**src/rtl/lcd_bus_rx_pkg.sv**
```systemverilog
// rtl/lcd_bus_rx_pkg.sv - ILI9341 subset command codes, FSM states and helpers
package lcd_bus_rx_pkg;

    localparam logic [7:0] CMD_CASET = 8'h2A;
    localparam logic [7:0] CMD_PASET = 8'h2B;
    localparam logic [7:0] CMD_RAMWR = 8'h2C;
    localparam logic [7:0] CMD_TEOFF = 8'h34;
    localparam logic [7:0] CMD_TEON  = 8'h35;

    localparam int LCD_W_DEF = 240;
    localparam int LCD_H_DEF = 320;

    typedef enum logic [2:0] {
        ST_IDLE  = 3'd0,
        ST_CASET = 3'd1,
        ST_PASET = 3'd2,
        ST_RAMWR = 3'd3,
        ST_SKIP  = 3'd4
    } state_t;

    function automatic logic [8:0] join9(input logic [7:0] hi, input logic [7:0] lo);
        return {hi[0], lo};
    endfunction

endpackage

```
**src/rtl/lcd_wr_sync.sv**
```systemverilog
// rtl/lcd_wr_sync.sv - 2-flop synchronizer for WR/RS/data with WR rising-edge strobe
module lcd_wr_sync (
    input  logic       i_clk,
    input  logic       i_reset,
    input  logic       i_lcd_wr,
    input  logic       i_lcd_rs,
    input  logic [7:0] i_lcd_data,
    output logic       o_strobe,
    output logic       o_rs,
    output logic [7:0] o_data
);

    logic       r_wr_s1, r_wr_s2, r_wr_s3;
    logic       r_rs_s1, r_rs_s2;
    logic [7:0] r_data_s1, r_data_s2;
    logic       r_strobe;
    logic       r_rs_q;
    logic [7:0] r_data_q;
    logic       w_edge;

    assign w_edge = r_wr_s2 && !r_wr_s3;

    always_ff @(posedge i_clk or posedge i_reset) begin
        if (i_reset) begin
            r_wr_s1   <= 1'b0;
            r_wr_s2   <= 1'b0;
            r_wr_s3   <= 1'b0;
            r_rs_s1   <= 1'b0;
            r_rs_s2   <= 1'b0;
            r_data_s1 <= 8'h00;
            r_data_s2 <= 8'h00;
            r_strobe  <= 1'b0;
            r_rs_q    <= 1'b0;
            r_data_q  <= 8'h00;
        end else begin
            r_wr_s1   <= i_lcd_wr;
            r_wr_s2   <= r_wr_s1;
            r_wr_s3   <= r_wr_s2;
            r_rs_s1   <= i_lcd_rs;
            r_rs_s2   <= r_rs_s1;
            r_data_s1 <= i_lcd_data;
            r_data_s2 <= r_data_s1;
            r_strobe  <= w_edge;
            // RS/data sampled from the same stage that saw WR rise
            if (w_edge) begin
                r_rs_q   <= r_rs_s2;
                r_data_q <= r_data_s2;
            end
        end
    end

    assign o_strobe = r_strobe;
    assign o_rs     = r_rs_q;
    assign o_data   = r_data_q;

endmodule

```
**src/rtl/lcd_bus_rx.sv**
```systemverilog
// rtl/lcd_bus_rx.sv - 8080 LCD write-bus receiver (ILI9341 subset); tearing pulse built with LCD_BUS_RX_FMARK_EN
module lcd_bus_rx
    import lcd_bus_rx_pkg::*;
#(
    parameter int          LCD_W        = LCD_W_DEF,
    parameter int          LCD_H        = LCD_H_DEF,
    parameter logic [15:0] FMARK_PERIOD = 16'd800,
    parameter logic [15:0] FMARK_WIDTH  = 16'd8
) (
    input  logic        i_clk,
    input  logic        i_reset,
    input  logic [7:0]  i_lcd_data,
    input  logic        i_lcd_rs,
    input  logic        i_lcd_wr,
    output logic        o_lcd_fmark,
    output logic        o_cmd_valid,
    output logic [7:0]  o_cmd,
    output logic        o_pix_valid,
    output logic [8:0]  o_pix_x,
    output logic [8:0]  o_pix_y,
    output logic [15:0] o_pix_rgb
);

    localparam logic [8:0] X_MAX = 9'(LCD_W - 1);
    localparam logic [8:0] Y_MAX = 9'(LCD_H - 1);

    logic       w_strobe;
    logic       w_rs;
    logic [7:0] w_data;

    lcd_wr_sync u_sync (
        .i_clk      (i_clk),
        .i_reset    (i_reset),
        .i_lcd_wr   (i_lcd_wr),
        .i_lcd_rs   (i_lcd_rs),
        .i_lcd_data (i_lcd_data),
        .o_strobe   (w_strobe),
        .o_rs       (w_rs),
        .o_data     (w_data)
    );

    state_t      r_state;
    logic [8:0]  r_sc, r_ec, r_sp, r_ep;
    logic [8:0]  r_x, r_y;
    logic [2:0]  r_idx;
    logic [7:0]  r_hi;
    logic        r_half;
    logic [7:0]  r_pix_hi;
    logic        r_cmd_valid;
    logic [7:0]  r_cmd;
    logic        r_pix_valid;
    logic [8:0]  r_pix_x, r_pix_y;
    logic [15:0] r_pix_rgb;

    always_ff @(posedge i_clk or posedge i_reset) begin
        if (i_reset) begin
            r_state     <= ST_IDLE;
            r_sc        <= 9'd0;
            r_ec        <= X_MAX;
            r_sp        <= 9'd0;
            r_ep        <= Y_MAX;
            r_x         <= 9'd0;
            r_y         <= 9'd0;
            r_idx       <= 3'd0;
            r_hi        <= 8'h00;
            r_half      <= 1'b0;
            r_pix_hi    <= 8'h00;
            r_cmd_valid <= 1'b0;
            r_cmd       <= 8'h00;
            r_pix_valid <= 1'b0;
            r_pix_x     <= 9'd0;
            r_pix_y     <= 9'd0;
            r_pix_rgb   <= 16'h0000;
        end else begin
            r_cmd_valid <= 1'b0;
            r_pix_valid <= 1'b0;
            if (w_strobe && !w_rs) begin
                r_cmd_valid <= 1'b1;
                r_cmd       <= w_data;
                r_idx       <= 3'd0;
                r_half      <= 1'b0;
                case (w_data)
                    CMD_CASET: r_state <= ST_CASET;
                    CMD_PASET: r_state <= ST_PASET;
                    CMD_RAMWR: begin
                        r_state <= ST_RAMWR;
                        r_x     <= r_sc;
                        r_y     <= r_sp;
                    end
                    default:   r_state <= ST_SKIP;
                endcase
            end else if (w_strobe) begin
                case (r_state)
                    ST_CASET, ST_PASET: begin
                        if (r_idx < 3'd4)
                            r_idx <= r_idx + 3'd1;
                        // Each 9-bit value is committed only once its low byte lands
                        case (r_idx)
                            3'd0, 3'd2: r_hi <= w_data;
                            3'd1: begin
                                if (r_state == ST_CASET) r_sc <= join9(r_hi, w_data);
                                else                     r_sp <= join9(r_hi, w_data);
                            end
                            3'd3: begin
                                if (r_state == ST_CASET) r_ec <= join9(r_hi, w_data);
                                else                     r_ep <= join9(r_hi, w_data);
                            end
                            default: ;
                        endcase
                    end
                    ST_RAMWR: begin
                        if (!r_half) begin
                            r_pix_hi <= w_data;
                            r_half   <= 1'b1;
                        end else begin
                            r_half      <= 1'b0;
                            r_pix_valid <= 1'b1;
                            r_pix_x     <= r_x;
                            r_pix_y     <= r_y;
                            r_pix_rgb   <= {r_pix_hi, w_data};
                            if (r_x >= r_ec) begin
                                r_x <= r_sc;
                                r_y <= (r_y >= r_ep) ? r_sp : r_y + 9'd1;
                            end else begin
                                r_x <= r_x + 9'd1;
                            end
                        end
                    end
                    default: ;
                endcase
            end
        end
    end

    assign o_cmd_valid = r_cmd_valid;
    assign o_cmd       = r_cmd;
    assign o_pix_valid = r_pix_valid;
    assign o_pix_x     = r_pix_x;
    assign o_pix_y     = r_pix_y;
    assign o_pix_rgb   = r_pix_rgb;

`ifdef LCD_BUS_RX_FMARK_EN
    logic        r_te_on;
    logic [15:0] r_te_cnt;
    logic        r_fmark;

    always_ff @(posedge i_clk or posedge i_reset) begin
        if (i_reset) begin
            r_te_on  <= 1'b0;
            r_te_cnt <= 16'd0;
            r_fmark  <= 1'b0;
        end else begin
            if (w_strobe && !w_rs && w_data == CMD_TEON)  r_te_on <= 1'b1;
            if (w_strobe && !w_rs && w_data == CMD_TEOFF) r_te_on <= 1'b0;
            r_te_cnt <= (r_te_cnt >= FMARK_PERIOD - 16'd1) ? 16'd0 : r_te_cnt + 16'd1;
            r_fmark  <= r_te_on && (r_te_cnt < FMARK_WIDTH);
        end
    end

    assign o_lcd_fmark = r_fmark;
`else
    // No tearing generator; parameters only kept so both builds share one interface
    assign o_lcd_fmark = 1'b0 & |{FMARK_PERIOD, FMARK_WIDTH};
`endif

endmodule

```
**config.mk**
```make
export PLATFORM = sky130hd
export DESIGN_NAME = lcd_bus_rx
export DESIGN_NICKNAME = d
export VERILOG_FILES = /design/src/rtl/lcd_bus_rx_pkg.sv /design/src/rtl/lcd_wr_sync.sv /design/src/rtl/lcd_bus_rx.sv
export SDC_FILE = /design/constraint.sdc
export NUM_CORES = 1
export LEC_CHECK = 0
export ABC_CLOCK_PERIOD_IN_PS = 5900
export CORE_ASPECT_RATIO = 2
export CORE_MARGIN = 4
export CORE_UTILIZATION = 30
export CTS_CLUSTER_DIAMETER = 80
export DETAILED_ROUTE_END_ITERATION = 8
export MAX_ROUTING_LAYER = met4
export PLACE_DENSITY_LB_ADDON = 0.08
export SYNTH_ARGS = -nofsm -noshare
export SYNTH_HDL_FRONTEND = slang
export SYNTH_SLANG_ARGS = --single-unit
```
**constraint.sdc**
```tcl
create_clock -name i_clk -period 5.9 [get_ports i_clk]
set_input_delay 1.475 -clock i_clk [delete_from_list [all_inputs] [get_ports i_clk]]
set_output_delay 1.475 -clock i_clk [all_outputs]
set_load 0.02 [all_outputs]
```
==> Word-level counts from Yosys, hierarchy flattened <==
Index checks and enable logic that the tools add are counted.
{ "totals": {"reg_bits": 145, "out_inout_bits": 45, "wordCells": 97} }
{ "classes": {"bitwise": 3, "n_addsub": 3, "order_cmp": 3, "n_eq_ne": 10, "muxes": 27, "n_reduce_logical": 24} }
{ "op_table": {"columns": ["op", "n"], "rows": [
  ["9-bit two-way mux", 13],
  ["5-bit AND reduction", 5],
  ["8-bit by 6-bit == test with 1-bit output, second input constant", 3],
  ["9-bit by 1-bit adder with 9-bit output, second input constant", 2],
  ["9-bit greater-or-equal comparator", 2],
  ["4-bit AND reduction", 4],
  ["3-bit by 2-bit == test with 1-bit output, second input constant", 4],
  ["3-bit two-way mux", 4],
  ["2-bit nonzero test", 6],
  ["1-bit two-way mux", 9],
  ["3-bit case mux with 3 select lines", 1],
  ["3-bit by 1-bit == test with 1-bit output, second input constant", 2],
  ["2-bit OR reduction", 2],
  ["3-bit by 1-bit adder with 3-bit output, second input constant", 1],
  ["3-bit logical NOT", 1],
  ["3-bit < comparator, second input constant", 1],
  ["1-bit NOT", 3],
  ["3-bit AND reduction", 1],
  ["1-bit logical AND", 2],
  ["1-bit logical NOT", 2],
  ["2-bit by 1-bit != test with 1-bit output, second input constant", 1],
  ["2-bit AND reduction", 1]
]} }

==> Depth between registers and ports, before layout <==
Gate-level depths: netlist of run 1.
{ "depth": {"depth_word": 7, "depth_mapped": 10} }

==> Hierarchy <==
From an unflattened synthesis of run 1, not the netlist that was laid out.
{ "hier_totals": {"hier_cells": 506, "area_unflattened_um2": 6316.1} }
{ "modules_own_cells": {"columns": ["module", "cells_each", "seq_area_each_um2", "area_each_um2", "instances"], "rows": [
  ["lcd_bus_rx", 463, 2870.3, 5367.6, 1],
  ["lcd_wr_sync", 43, 775.7, 948.4, 1]
]} }

==> Worst setup path before layout of run 1 <==
No wires, ideal clock.
{ "synth_path": {"kind": "flip-flop to flip-flop", "from": "reg r_ep[4]", "to": "reg r_y[7]", "stages_incl_launch_ff": 11, "path_slack_ns": 3.642, "required_ns": 5.773, "path_buffers": 2, "t_arrival_ns": 2.131, "cell_sequence": "dfstp_2 inv_1 ha_1 a21o_1 a221o_1 a221oi_2 buf_6 buf_12 nand2_2 a21oi_1 a21oi_1"} }
{ "synth_between": {"elab_chain_len": 7} }
{ "synth_lines": {"columns": ["element", "line_no", "text"], "rows": [
  ["from (decl)", "lcd_bus_rx.sv:43", "logic [8:0] r_sc, r_ec, r_sp, r_ep;"],
  ["from (signal assigned)", "lcd_bus_rx.sv:106", "else r_ep <= join9(r_hi, w_data);"],
  ["9-bit greater-or-equal comparator", "lcd_bus_rx.sv:123", "r_y <= (r_y >= r_ep) ? r_sp : r_y + 9'd1;"],
  ["9-bit two-way mux", "lcd_bus_rx.sv:123", null],
  ["9-bit two-way mux", "lcd_bus_rx.sv:121", "if (r_x >= r_ec) begin"],
  ["9-bit two-way mux", "lcd_bus_rx.sv:112", "if (!r_half) begin"],
  ["9-bit two-way mux", "lcd_bus_rx.sv:93", "case (r_state)"],
  ["9-bit two-way mux", "lcd_bus_rx.sv:92", "end else if (w_strobe) begin"],
  ["9-bit two-way mux", "lcd_bus_rx.sv:77", "if (w_strobe && !w_rs) begin"],
  ["to (signal assigned)", "lcd_bus_rx.sv:88", "r_y <= r_sp;"],
  ["to (signal assigned)", "lcd_bus_rx.sv:123", null],
  ["to (decl)", "lcd_bus_rx.sv:44", "logic [8:0] r_x, r_y;"]
]} }
No other way between the ends. The select of a mux whose other input is x is not followed.
A chain may end at the register's enable or synchronous reset.

==> Worst setup path after layout of run 1 <==
{ "layout_path": {"from": "reg r_pix_rgb[0] (netlist: o_pix_rgb[0])", "to": "out o_pix_rgb[0]"} }
{ "layout_lines": {"columns": ["element", "line_no", "text"], "rows": [
  ["from (decl)", "lcd_bus_rx.sv:53", "logic [15:0] r_pix_rgb;"],
  ["from (signal assigned)", "lcd_bus_rx.sv:120", "r_pix_rgb <= {r_pix_hi, w_data};"],
  ["to (decl)", "lcd_bus_rx.sv:21", "output logic [15:0] o_pix_rgb"]
]} }
No word-level cell between the ends.

==> results.json, run 1 <==
{
  "synth_fp_nets": 586,
  "drv_slew": 0,
  "synth_seq_cells": 145,
  "path_cells": "clkdlybuf4s50_1",
  "grt_pass1_vias": 4322,
  "clkPwrFrac_pct": 43.3,
  "cts_buffer_depth": 2,
  "viasPerCell": 4.69,
  "clock-root-buffer": "clkbuf_16",
  "netlist_top_cells_area": "dfrtp_1 52%, mux2_2 7.6%, nand2_1 6.4%, dfstp_2 5.9%, ha_1 4.6%",
  "wire_per_inst_um": 16.9,
  "path_buf_inv": 1,
  "setup_violations": 0,
  "startpoint_type": "register",
  "ctsResizeCount": 0,
  "tritoncts": "built",
  "ioPinCount": 57,
  "critical_path_class": "reg2out",
  "fillCellCount": 2004,
  "path_max_fanout": 2,
  "endpoint_kind": "primary output",
  "period_share_pct": 49.2,
  "vias": 4144,
  "synth-edff-count": 0,
  "clkTransAtPathRegs_ns": 0.06,
  "synthTopCellsByCount": "131 x dfrtp_1, 106 x nand2_1, 42 x mux2_2",
  "rsz0062_at_grt": "false",
  "ys_types": 50,
  "row_count": 74,
  "switchingPower_uw": 688,
  "p_per_area_mw_per_mm2": 327,
  "hold_class": "reg2reg",
  "skew_ns": 0.00821,
  "synth_top_area_share_pct": 52.4,
  "placedCellCount": 852,
  "diodes": 0,
  "avgSynthCellArea_um2": 11.3,
  "stdcell_count": 884,
  "synth_warnings": 0,
  "route.met2.wl_mm": 8.20,
  "synthArstFlopShare_pct": 100,
  "total_power_uw": 2500,
  "fin_nets": 640,
  "fin_util_pct": 37.3,
  "status": "finished clean",
  "gp_congestion": 0.771,
  "critical_path.top_delay_family": "buffers and inverters",
  "synth_ff_type": "dfrtp_1",
  "die_area_mm2": 0.0234,
  "syn_to_final_growth_pct": 22.2,
  "p_leak_uw": 0.00351,
  "numClockSinks": 145,
  "crit_required_ns": 4.43,
  "core_area_mm2": 0.0205,
  "htreeDepth": 4,
  "grt_antenna_before_repair": 0,
  "intPower_uw": 1810,
  "yosys.area.top_type": "dfrtp_1",
  "grt_first_pass_wirelength_mm": 24.0,
  "tightest_slew_ns": 0.996,
  "crit_path_top_delay_cell": "clkdlybuf4s50_1",
  "yosysMostFrequentCell": "dfrtp_1",
  "drc_errors": 0,
  "ant_nets": 0,
  "routed_wirelength_mm": 14.9,
  "dieHeight_um": 212,
  "comb_power_share_pct": 11.7,
  "ys_seq_area_share_pct": 58.3,
  "seqPwrFrac_pct": 44.9,
  "drt_iter0_drc": 123,
  "fmaxAchievable_mhz": 344,
  "clk_latency_ns": 0.43,
  "maxSlewHeadroom_pct": 33.3,
  "wl_met3_um": 604,
  "dp_hpwl_mm": 10.3,
  "post_cts_buffers": 0,
  "final_hold_viol_count": 0,
  "synthesis.area_mm2": 0.00625,
  "grt_max_degree": 85,
  "die_x_um": 110,
  "fin_crit_ns": 2.90,
  "gr-total-overflow": 0,
  "dr.pass1.iters": 4,
  "switching_share_pct": 27.6,
  "finalSetupTns_ns": 0,
  "max-vdd-ir-drop_v": 0.000181,
  "maxCapViolations": 0,
  "crit_arrival_ns": 1.43,
  "synth_cells": 551,
  "grtUsageTotal_pct": 14.4,
  "top_layer_used": "met4",
  "start_util_pct": 30.5,
  "drive_above_1_share_pct": 17.6,
  "numPortBuffers": 55,
  "wl_met1_mm": 5.74,
  "holdBufCountCts": 0,
  "numCtsBuffers": 17,
  "worst_path_largest_cell_delay_ns": 0.62
}
==> flip-flops by register name (all words and copies together) (netlist names), 9 cells and up <==
name,cells
o_pix_rgb,16
o_pix_x,9
o_pix_y,9
r_ec,9
r_ep,9
r_sc,9
r_sp,9
r_x,9
r_y,9
==> cells by family (layout without fill, tap and decap cells) <==
| kind of cell | after synthesis | in the layout | share of synthesized area, % |
|---|---|---|---|
| and+or+nand+nor | 168 | 168 | 12.3 |
| AOI/OAI and AO/OA | 87 | 87 | 8.29 |
| other | 1 | 1 | 0.0600 |
| adders and majority gates | 23 | 23 | 4.60 |
| buffers and inverters | 57 | 124 | 4.08 |
| xor gates and xnor gates | 2 | 2 | 0.280 |
| DFF | 145 | 145 | 58.3 |
| muxes | 68 | 68 | 12.0 |
==> layout by cell type (no fill, tap or decap), types with 4 or more instances in the layout <==
cell type	netlist	final
a21o_1	4	4
a21oi_1	22	22
a22oi_1	5	5
and3_1	6	6
buf_4	2	4
clkbuf_16	0	17
clkdlybuf4s50_1	0	55
clkinv_4	0	5
dfrtp_1	131	131
dfstp_2	14	14
ha_1	23	23
inv_1	31	30
inv_6	0	4
mux2_1	16	16
mux2_2	42	42
mux2i_1	10	10
nand2_1	106	106
nand2_2	4	4
nand3_1	13	12
nor2_1	12	12
nor2b_1	6	6
o21ai_0	25	25
o21ai_1	17	17
==> per-layer routing <==
layer  GRT usage, %  up-vias
li1               -     1979
met1           15.4     2050
met2           24.6       91
met3           3.86       24
met4           6.28        0
met5              -        -
==> cell type report <==
cell class / count / area [um2] / share of cell area (%)
sequential: 145 / 3650 / 47.7
multi-input combinational: 349 / 2350 / 30.8
timing repair buffer: 59 / 581 / 7.60
clock buffer: 19 / 443 / 5.80
tap: 266 / 333 / 4.36
clock inverter: 13 / 153 / 2.00
inverter: 33 / 129 / 1.69
==> power by group through the flow <==
| stage | clock (uW) | combinational [uW] | sequential (uW) |
|---|---|---|---|
| global placement | 0 | 290 | 1140 |
| finish | 1080 | 293 | 1120 |
| CTS | 1120 | 298 | 1120 |
| floorplan | 0 | 224 | 1110 |
| global route | 1160 | 327 | 1130 |
| detailed placement | 0 | 296 | 1140 |
==> worst paths after layout <==
check,cells past startpoint,startpoint,end,slack (ns)
setup / recovery,1,o_pix_rgb[0]$_DFFE_PP0P_,o_pix_rgb[0],3.00
hold / removal,0,u_sync.r_wr_s1$_DFF_PP0_,u_sync.r_wr_s2$_DFF_PP0_,0.34
setup reg to reg,6,u_sync.o_rs$_DFFE_PP0P_,r_x[8]$_DFFE_PP0P_,3.24
hold reg to reg,0,u_sync.r_wr_s1$_DFF_PP0_,u_sync.r_wr_s2$_DFF_PP0_,0.34
max in group asynchronous,3,i_reset,r_ep[2]$_DFFE_PP1P_,3.35
min in group asynchronous,2,i_reset,r_pix_hi[6]$_DFFE_PP0P_,1.55
==> metrics by stage <==
| step | cell area, um2 | hold WS, ns | setup slack (ns) |
|---|---|---|---|
| 5_1_grt | 7640 | 0.352 | 2.94 |
| 2_1_floorplan | 6250 | 0.331 | 0.554 |
| 4_1_cts | 7640 | 0.349 | 2.94 |
| 3_3_place_gp | 7040 | 0.334 | 2.84 |
| 6_report | 7640 | 0.344 | 3.00 |
| 3_5_place_dp | 7040 | 0.335 | 2.81 |
Power figures use the tool's default switching activity.
==> inputs of run 2 (changes only) <==
--- a/config.mk
+++ b/config.mk
@@ -5,7 +5,7 @@
 export SDC_FILE = /design/constraint.sdc
 export NUM_CORES = 1
 export LEC_CHECK = 0
-export ABC_CLOCK_PERIOD_IN_PS = 5900
+export ABC_CLOCK_PERIOD_IN_PS = 2600
 export CORE_ASPECT_RATIO = 2
 export CORE_MARGIN = 4
 export CORE_UTILIZATION = 30
==> constraint.sdc (replaced) <==
create_clock -name i_clk -period 2.6 [get_ports i_clk]
set_input_delay 0.65 -clock i_clk [delete_from_list [all_inputs] [get_ports i_clk]]
set_output_delay 0.65 -clock i_clk [all_outputs]
set_load 0.02 [all_outputs]
==> results.json, run 2 (synthesis gave the netlist of run 1 again) <==
{
  "ctsResizeCount": 0,
  "holdBufCountCts": 0,
  "maxSlewHeadroom_pct": 61.8,
  "die_area_mm2": 0.0234,
  "startpoint_type": "register",
  "fin_crit_ns": 2.46,
  "fmaxAchievable_mhz": 407,
  "drc_errors": 0,
  "wire_per_inst_um": 16.3,
  "p_leak_uw": 0.00361,
  "dieHeight_um": 212,
  "period_share_pct": 94.5,
  "numPortBuffers": 55,
  "dp_hpwl_mm": 10.7,
  "dr.pass1.iters": 4,
  "clkTransAtPathRegs_ns": 0.06,
  "crit_arrival_ns": 2.75,
  "post_cts_buffers": 0,
  "fin_nets": 661,
  "endpoint_kind": "register",
  "grt_max_degree": 47,
  "p_per_area_mw_per_mm2": 728,
  "grt_pass1_vias": 4358,
  "drive_above_1_share_pct": 20.3,
  "total_power_uw": 5690,
  "rsz0062_at_grt": "false",
  "drv_slew": 0,
  "vias": 4139,
  "max-vdd-ir-drop_v": 0.000415,
  "gr-total-overflow": 0,
  "row_count": 74,
  "start_util_pct": 30.5,
  "core_area_mm2": 0.0205,
  "status": "finished clean",
  "largest_register_ff_count": 16,
  "htreeDepth": 4,
  "crit_required_ns": 2.89,
  "maxCapViolations": 0,
  "numClockSinks": 145,
  "die_x_um": 110,
  "final_common_cell": "dfrtp_1",
  "cts_buffer_depth": 2,
  "viasPerCell": 4.57,
  "path_buf_inv": 2,
  "routed_wirelength_mm": 14.8,
  "grt_antenna_before_repair": 0,
  "gp_congestion": 0.837,
  "worst_path_largest_cell_delay_ns": 0.51,
  "final_hold_viol_count": 0,
  "drt_iter0_drc": 177,
  "crit_path_top_delay_cell": "dfstp_2",
  "numCtsBuffers": 17,
  "diodes": 0,
  "clk_latency_ns": 0.43,
  "setup_violations": 0,
  "final_cell_mix": "131 x dfrtp_1, 106 x nand2_1, 55 x clkdlybuf4s50_1",
  "grtUsageTotal_pct": 14.7,
  "ant_nets": 0,
  "syn_to_final_growth_pct": 25.0,
  "ioPinCount": 57,
  "path_cells": "inv_1, ha_1, a21o_1, a221o_1, a221oi_2, buf_4, or2b_1, a21oi_1, a21oi_1",
  "critical_path_class": "reg2reg",
  "tightest_slew_ns": 0.572,
  "critical_path.most_common_cell": "a21oi_1",
  "skew_ns": 0.00905,
  "tritoncts": "built",
  "fillCellCount": 2030,
  "path_max_fanout": 10,
  "clock-root-buffer": "clkbuf_16",
  "finalSetupTns_ns": 0,
  "reg2reg_slack_ns": 0.14,
  "hold_class": "reg2reg",
  "critical_path.top_delay_family": "compound AO/OA/AOI/OAI gates",
  "grt_first_pass_wirelength_mm": 24.6
}
## run 2: cell types whose count changed in the layout (fill, tap and decap cells not counted)
cell and change:
buf_12 +2, clkinv_4 +1, clkinvlp_4 +2, buf_4 +19
inv_6 -2, clkbuf_8 -1
## run 2: final cells by class
type / count / area (um2) / area share [%]
Inverter: 33 / 128 / 1.63
Clock buffer: 18 / 429 / 5.49
Timing Repair Buffer: 80 / 763 / 9.77
Tap cell: 266 / 333 / 4.26
Multi-Input combinational cell: 349 / 2350 / 30.1
Sequential cell: 145 / 3650 / 46.7
Clock inverter: 14 / 160 / 2.05
## run 2: worst register-to-register path, delay by kind of cell (launching register included)
kind,cells,cell delay [ns]
AOI/OAI and AO/OA,5,1.02
adders and majority gates,1,0.30
DFF,1,0.51
buffers and inverters,2,0.26
and+or+nand+nor,1,0.24
## run 2: power breakdown
| group | total, uW | internal (uW) | leakage [uW] | switching (uW) |
|---|---|---|---|---|
| Sequential | 2460 | 2370 | 0.00188 | 93.5 |
| Clock | 2430 | 1420 | 0.000273 | 1010 |
| Combinational | 798 | 332 | 0.00145 | 466 |
| Total | 5690 | 4130 | 0.00361 | 1570 |
## run 2: routing by layer
layer / routed length (um) / GRT usage, % / part of all wire (%)
met5: 0 / - / 0
met4: 234 / 5.55 / 1.6
met3: 422 / 3.25 / 2.9
met2: 8360 / 25.6 / 57
met1: 5760 / 16.0 / 39
## run 2: worst paths after layout
path / end / depth (start not counted) / startpoint
max: r_y[6]$_DFFE_PP0P_ / 9 / r_ep[4]$_DFFE_PP1P_
min: u_sync.r_wr_s2$_DFF_PP0_ / 0 / u_sync.r_wr_s1$_DFF_PP0_
max reg2reg: r_y[6]$_DFFE_PP0P_ / 9 / r_ep[4]$_DFFE_PP1P_
min reg2reg: u_sync.r_wr_s2$_DFF_PP0_ / 0 / u_sync.r_wr_s1$_DFF_PP0_
max in group asynchronous: r_ep[4]$_DFFE_PP1P_ / 3 / i_reset
min in group asynchronous: r_pix_hi[3]$_DFFE_PP0P_ / 2 / i_reset
## run 2: per-stage QoR
stage	util, %	hold WS, ns	area [um2]	worst slack [ns]	instances
after detailed placement	35.3	0.335	7220	0.156	873
after global placement	35.3	0.333	7220	0.205	873
final	38.2	0.347	7810	0.142	905
after CTS	38.2	0.350	7810	0.141	905
after floorplan	-	0.331	6250	0.142	551
after global routing	38.2	0.353	7810	0.0107	905
==> inputs of run 3 (changes only) <==
--- a/config.mk
+++ b/config.mk
@@ -12,7 +12,7 @@
 export CTS_CLUSTER_DIAMETER = 80
 export DETAILED_ROUTE_END_ITERATION = 8
 export MAX_ROUTING_LAYER = met4
-export PLACE_DENSITY_LB_ADDON = 0.08
+export PLACE_DENSITY_LB_ADDON = 0.25
 export SYNTH_ARGS = -nofsm -noshare
 export SYNTH_HDL_FRONTEND = slang
 export SYNTH_SLANG_ARGS = --single-unit
==> results.json, run 3 (synthesis gave the netlist of run 1 again) <==
{
  "status": "finished clean",
  "vias": 4282,
  "gr-total-overflow": 0,
  "hold_class": "reg2reg",
  "switchingPower_uw": 1610,
  "wl_met3_um": 536,
  "final_hold_viol_count": 0,
  "clkTransAtPathRegs_ns": 0.06,
  "skew_ns": 0.00877,
  "crit_start": "r_ep[4]$_DFFE_PP1P_",
  "intPower_uw": 3960,
  "numCtsBuffers": 17,
  "grt_first_pass_wirelength_mm": 24.3,
  "maxSlewHeadroom_pct": 44.6,
  "numClockSinks": 145,
  "crit_arrival_ns": 2.79,
  "setup_violations": 0,
  "tightest_slew_ns": 0.829,
  "reg2reg_slack_ns": 0.1,
  "endpoint_kind": "register",
  "path_cells": "inv_1, ha_1, a21o_1, a221o_1, a221oi_4, clkdlybuf4s15_2, mux2i_1, a21oi_1",
  "numPortBuffers": 55,
  "syn_to_final_growth_pct": 24.4,
  "clk_latency_ns": 0.43,
  "seq_area_mm2": 0.00365,
  "fillCellCount": 1968,
  "gp_congestion": 0.853,
  "crit_required_ns": 2.89,
  "grt_antenna_before_repair": 0,
  "final_cell_mix": "131 x dfrtp_1, 106 x nand2_1, 55 x clkdlybuf4s50_1",
  "drt_iter0_drc": 175,
  "dp_hpwl_mm": 10.7,
  "drive_above_1_share_pct": 20.4,
  "grt_pass1_vias": 4626,
  "core_area_mm2": 0.0205,
  "r2r_start": "r_ep[4]$_DFFE_PP1P_",
  "fin_worst_hold_slack_ns": 0.348,
  "htreeDepth": 4,
  "startpoint_type": "register",
  "switching_share_pct": 29.0,
  "dieHeight_um": 212,
  "clkPwrFrac_pct": 41.1,
  "critical_path_class": "reg2reg",
  "worstRegToRegCells": 8,
  "worstSetupEndpoint": "r_y[3]$_DFFE_PP0P_",
  "crit_cells": 8,
  "wire_per_inst_um": 16.2,
  "fin_crit_ns": 2.50,
  "seqPwrFrac_pct": 44.1,
  "fmaxAchievable_mhz": 400,
  "drv_slew": 0,
  "ant_nets": 0,
  "p_leak_uw": 0.00359,
  "critical_path.top_delay_family": "compound AO/OA/AOI/OAI gates",
  "die_area_mm2": 0.0234,
  "grtUsageTotal_pct": 14.3,
  "r2r_end": "r_y[3]$_DFFE_PP0P_",
  "dr.pass1.iters": 4,
  "maxCapViolations": 0,
  "path_max_fanout": 4,
  "placed_area_mm2": 0.00720,
  "die_x_um": 110,
  "start_util_pct": 30.5,
  "crit_path_top_delay_cell": "dfstp_2",
  "rsz0062_at_grt": "false",
  "holdBufCountCts": 0,
  "clock-root-buffer": "clkbuf_16",
  "row_count": 74,
  "fin_nets": 660,
  "tritoncts": "built",
  "top_layer_used": "met4",
  "viasPerCell": 4.74,
  "design_area_mm2": 0.00777,
  "comb_power_share_pct": 14.8,
  "period_share_pct": 96.3,
  "wl_met1_mm": 5.40,
  "max-vdd-ir-drop_v": 0.000466,
  "post_cts_buffers": 0,
  "p_per_area_mw_per_mm2": 717,
  "finalSetupTns_ns": 0,
  "ioPinCount": 57,
  "largest_register_ff_count": 16,
  "fin_util_pct": 38.0,
  "path_buf_inv": 2,
  "routed_wirelength_mm": 14.6,
  "route.met2.wl_mm": 8.24,
  "diodes": 0,
  "cts_buffer_depth": 2,
  "multiInputGateArea_mm2": 0.00237,
  "grt_max_degree": 47,
  "final_common_cell": "dfrtp_1",
  "drc_errors": 0,
  "worst_path_largest_cell_delay_ns": 0.52
}
run 3: repair_timing:
item | CTS | global route
gates resized for setup | 0 | 2
endpoints found under the hold margin | 0 | 0
setup endpoints to repair | 0 | 1
run 3: cell type report:
class                           count  area share [%]
Sequential cell                   145            46.9
Multi-Input combinational cell    349            30.4
Timing Repair Buffer               79            9.66
Clock buffer                       17            5.47
Tap cell                          266            4.28
Inverter                           33            1.64
Clock inverter                     15            1.61
run 3: power groups by stage:
stage / Sequential (uW) / Combinational, uW / Clock [uW]
2_1_floorplan: 2520 / 508 / 0
3_3_place_gp: 2500 / 785 / 0
3_5_place_dp: 2500 / 808 / 0
4_1_cts: 2460 / 811 / 2360
5_1_grt: 2480 / 922 / 2460
6_report: 2460 / 827 / 2290
run 3: worst min-delay path by stage:
stage	from	cells past startpoint	to
global route	u_sync.r_data_s1[7]$_DFF_PP0_	0	u_sync.r_data_s2[7]$_DFF_PP0_
detailed placement	u_sync.r_data_s1[0]$_DFF_PP0_	0	u_sync.r_data_s2[0]$_DFF_PP0_
floorplan	u_sync.r_data_s1[0]$_DFF_PP0_	0	u_sync.r_data_s2[0]$_DFF_PP0_
finish	u_sync.r_data_s1[6]$_DFF_PP0_	0	u_sync.r_data_s2[6]$_DFF_PP0_
global placement	u_sync.r_data_s1[4]$_DFF_PP0_	0	u_sync.r_data_s2[4]$_DFF_PP0_
CTS	u_sync.r_data_s1[0]$_DFF_PP0_	0	u_sync.r_data_s2[0]$_DFF_PP0_
run 3: metal layers:
metal,up-vias,GRT usage (%)
met2,98,25.4
met3,23,3.56
met4,0,6.37
met5,-,-
met1,2142,14.4
li1,2019,-
run 3: per-stage QoR:
stage,power (uW),worst slack [ns],instances
after CTS,5630,0.106,903
after floorplan,3030,0.142,551
after detailed placement,3310,0.116,871
final,5580,0.0975,904
after global routing,5860,0.0134,904
after global placement,3280,0.145,871
==> patch 1: new RTL, settings of run 2 <==
`r_data_s1` no longer has a reset.
--- a/src/rtl/lcd_wr_sync.sv
+++ b/src/rtl/lcd_wr_sync.sv
@@ -29,3 +29,2 @@
             r_rs_s2   <= 1'b0;
-            r_data_s1 <= 8'h00;
             r_data_s2 <= 8'h00;
@@ -40,3 +39,2 @@
             r_rs_s2   <= r_rs_s1;
-            r_data_s1 <= i_lcd_data;
             r_data_s2 <= r_data_s1;
@@ -51,2 +49,6 @@
 
+    always_ff @(posedge i_clk) begin
+        r_data_s1 <= i_lcd_data;
+    end
+
     assign o_strobe = r_strobe;
Behaviour: no difference found for any inputs over 10 cycles, from zero or initial values and one cycle with i_reset high; that may be too few to reach the edited logic, so the function may still have changed.
==> patch 1 against run 2 <==
- power shrank 3.7%
- final area fell by 0.13%
- combinational power decreased by 9.4%
- core utilization decreased by 0.22 points
- worst setup slack improved by 0.26 ns
- critical endpoint unchanged
- clock power fell by 5%
- sequential share of layout area shrank 0.45 points
- synthesized area is 0.72% higher
- sequential cell count did not move
- routed wire length down 2.8%
- largest power group unchanged
==> patch 1: results (changes against run 2) <==
crit path max fanout: 16 (was 10)
first-pass GRT wire length: 23,200 um (was 24,600 um)
Unique masters post-synth: 53 (was 50)
vias in the first global route: 4,124 (was 4,358)
period utilization: 0.847 (was 0.945)
r2r setup slk: 0.40 ns (was 0.14 ns)
GRT Total Usage: 0.132 (was 0.147)
Clock Skew: 0.0107 ns (was 0.00905 ns)
leak pwr: 3.66 nW (was 3.61 nW)
Reg2Reg Depth: 8 (was 9)
Mapped Nets: 538 (was 586)
via count: 3,948 (was 4,139)
combinational share of power: 0.132 (was 0.140)
P_int: 4.08 mW (was 4.13 mW)
peak supply drop: 390 uV (was 415 uV)
most common library cells after synthesis: dfrtp_1 (123), mux2_2 (80), nand2_1 (57) (was dfrtp_1 (131), nand2_1 (106), mux2_2 (42))
Final min period: 2.20 ns (was 2.46 ns)
Routed WL: 14,400 um (was 14,800 um)
top post-synthesis cells by area: dfrtp_1 (49%), mux2_2 (14%), dfstp_2 (5.8%) (was dfrtp_1 (52%), mux2_2 (7.6%), nand2_1 (6.4%))
initial DRC count: 100 (was 177)
outcome: complete, no violations (unchanged)
GP Congestion: 0.797 (was 0.837)
critical path's largest stage delay: 0.53 ns (was 0.51 ns)
post-synthesis sequential area ratio: 0.573 (was 0.583)
largest net degree at the start of global routing: 109 (was 47)
-- patch 1: worst max path at each step --
stage	end	cells after the start
floorplan	o_cmd[0]	1
global placement	r_y[4]	8
detailed placement	r_y[2]	8
CTS	r_y[6]	8
global route	r_x[5]	9
finish	r_y[6]	8
-- patch 1: logic make-up after synthesis --
group,share of synthesized area
AO/OA/AOI/OAI,0.0721
XOR/XNOR,0.00139
adder cells (fa/ha/maj),0.0457
buffers and inverters,0.0389
flip-flops,0.573
multiplexers,0.170
other,0.000596
AND/OR/NAND/NOR,0.0984
-- patch 1: layer usage --
layer / vias to the layer above / track usage / routed length (um)
met4: 0 / 0.0595 / 377
met5: - / - / 0
met2: 61 / 0.236 / 7980
met3: 19 / 0.0221 / 306
met1: 1977 / 0.144 / 5700
li1: 1891 / - / -
-- patch 1: area by class of cell --
class	count	area share
tap	266	0.0426
clock inverter	6	0.00738
clock buffer	26	0.0640
timing repair buffer	77	0.0933
multi-input combinational	303	0.313
inverter	35	0.0173
sequential	145	0.462
-- patch 1: stage by stage --
stage               instances  setup slack (ns)  instance area, sq um   util  power (mW)
CTS                       858             0.385                  7800  0.380        5.60
detailed placement        826             0.395                  7250  0.353        3.23
global route              858             0.239                  7800  0.380        5.76
floorplan                 503             0.254                  6300      -        2.95
global placement          826             0.460                  7250  0.353        3.22
finish                    858             0.398                  7800  0.380        5.48
-- patch 1: worst reg2reg max path: cells and delay by family (launching register included) --
| family | cells | cell delay [ns] |
|---|---|---|
| compound gates | 3 | 0.58 |
| flops | 1 | 0.53 |
| simple gates | 2 | 0.37 |
| fa+ha+maj | 1 | 0.31 |
| mux | 1 | 0.23 |
| buf+inv | 1 | 0.04 |
==> patch 2: new RTL, config.mk and constraints of run 2 <==
Without the edit above. Build with the macro `LCD_BUS_RX_FMARK_EN` defined.
--- a/src/rtl/lcd_bus_rx.sv
+++ b/src/rtl/lcd_bus_rx.sv
@@ -1,2 +1,4 @@
 // rtl/lcd_bus_rx.sv - 8080 LCD write-bus receiver (ILI9341 subset); tearing pulse built with LCD_BUS_RX_FMARK_EN
+`define LCD_BUS_RX_FMARK_EN
+
 module lcd_bus_rx
Behaviour: not the same (Yosys sat finds a counterexample within 10 cycles, from zero or initial values and one cycle with i_reset high).
==> patch 2 against run 2 <==
- synthesized area rose by 14%
- count of clock-buffer cells in the layout up 1
- largest cell class unchanged
- global-route usage down 0.73 points
- clock skew down 0.0018 ns
- worst setup slack improved by 0.056 ns
- non-clock buffer count rose by 10
- final area up 14%
- via count up 9.3%
- routed wire length increased by 12%
- sequential cell count increased by 18
- synthesized cell count is 2.9% higher
Power is not compared: it rests on default switching activity, and its combinational part moved more than twofold at a synthesized area within 25%.
==> patch 2: results (changes against run 2) <==
Synth Area in Adders: 0.0458 (was 0.0460)
initial DRC count: 148 (was 177)
largest net degree at the start of global routing: 32 (was 47)
critical path's largest stage delay: 0.53 ns (was 0.51 ns)
Sequential cell area: 0.00410 sq mm (was 0.00365 sq mm)
Max Buffers Root-to-Sink: 2 (unchanged)
dpl hpwl: 12,200 um (was 10,700 um)
via count: 4,523 (was 4,139)
share of cells above drive strength 1: 0.281 (was 0.203)
first-pass GRT wire length: 26,800 um (was 24,600 um)
ys async rst share: 1.00 (unchanged)
post-synthesis sequential area ratio: 0.576 (was 0.583)
crit path max fanout: 17 (was 10)
worst setup margin: 0.198 ns (was 0.142 ns)
vias in the first global route: 5,011 (was 4,358)
multiplexer share of the synthesized area: 0.143 (was 0.120)
R2R Path End: r_y[0] (was r_y[6])
Compound-Gate Fraction of Synth Area: 0.0806 (was 0.0829)
top post-synthesis cells by area: dfrtp_1 (52%), mux2_2 (12%), dfstp_2 (5.2%) (was dfrtp_1 (52%), mux2_2 (7.6%), nand2_1 (6.4%))
Clock Skew: 0.00722 ns (was 0.00905 ns)
Slew headroom: 0.561 (was 0.618)
Min-Delay Endpoint: u_sync.r_data_s2[7] (was u_sync.r_wr_s2)
worst slack, placed: 0.0361 ns (was 0.156 ns)
antenna cells: 0 (unchanged)
Post-Synth XOR/XNOR Area: 0.0111 (was 0.00280)
FILL cells: 2,282 (was 2,030)
most common library cells after synthesis: dfrtp_1 (149), mux2_2 (78), nand2_1 (52) (was dfrtp_1 (131), nand2_1 (106), mux2_2 (42))
Cell Area, Placed: 0.00824 sq mm (was 0.00722 sq mm)
Routed WL: 16,500 um (was 14,800 um)
GP Congestion: 0.795 (was 0.837)
Layout Nets: 697 (was 661)
# port buffers: 56 (was 55)
outcome: complete, no violations (unchanged)
GRT Total Usage: 0.139 (was 0.147)
hold_sp: u_sync.r_data_s1[7] (was u_sync.r_wr_s1)
Unique masters post-synth: 61 (was 50)
Arr. time, crit path: 2.71 ns (was 2.75 ns)
## patch 2: per-stage QoR
stage / instances / hold WS (ns)
3_5_place_dp: 923 / 0.336
5_1_grt: 955 / 0.357
3_3_place_gp: 923 / 0.334
2_1_floorplan: 572 / 0.331
4_1_cts: 955 / 0.349
6_report: 955 / 0.348
## patch 2: logic make-up (layout without fill, tap and decap cells)
group | after synthesis | in the layout
compound gates | 73 | 73
xor+xnor | 9 | 9
fa+ha+maj | 26 | 26
buf+inv | 56 | 156
flops | 163 | 163
mux | 92 | 92
other cells | 1 | 6
simple gates | 147 | 147
## patch 2: area by class of cell
| class | instances | share of cell area |
|---|---|---|
| Multi-Input combinational cell | 353 | 0.314 |
| Clock buffer | 19 | 0.0499 |
| Tap cell | 283 | 0.0399 |
| Sequential cell | 163 | 0.462 |
| Timing Repair Buffer | 90 | 0.0990 |
| Inverter | 34 | 0.0148 |
| Clock inverter | 13 | 0.0207 |
## patch 2: routing by layer
metal | up-vias | global-route usage | wire length (um)
li1 | 2153 | - | -
met3 | 13 | 0.0257 | 378
met4 | 0 | 0.0578 | 244
met1 | 2295 | 0.142 | 6190
met5 | - | - | 0
met2 | 62 | 0.255 | 9720
## patch 2: power by group through the flow
stage | Sequential [mW] | Combinational (mW) | Clock, mW
global route | 3.14 | 2.30 | 2.85
floorplan | 3.12 | 1.41 | 0
CTS | 3.10 | 2.12 | 2.75
detailed placement | 3.15 | 2.12 | 0
global placement | 3.14 | 2.09 | 0
finish | 3.10 | 2.10 | 2.66
## patch 2: repair_timing
action	CTS	global route
setup buffers	0	0
gates resized for setup	0	1
hold buffers	0	0
setup endpoints to repair	0	2
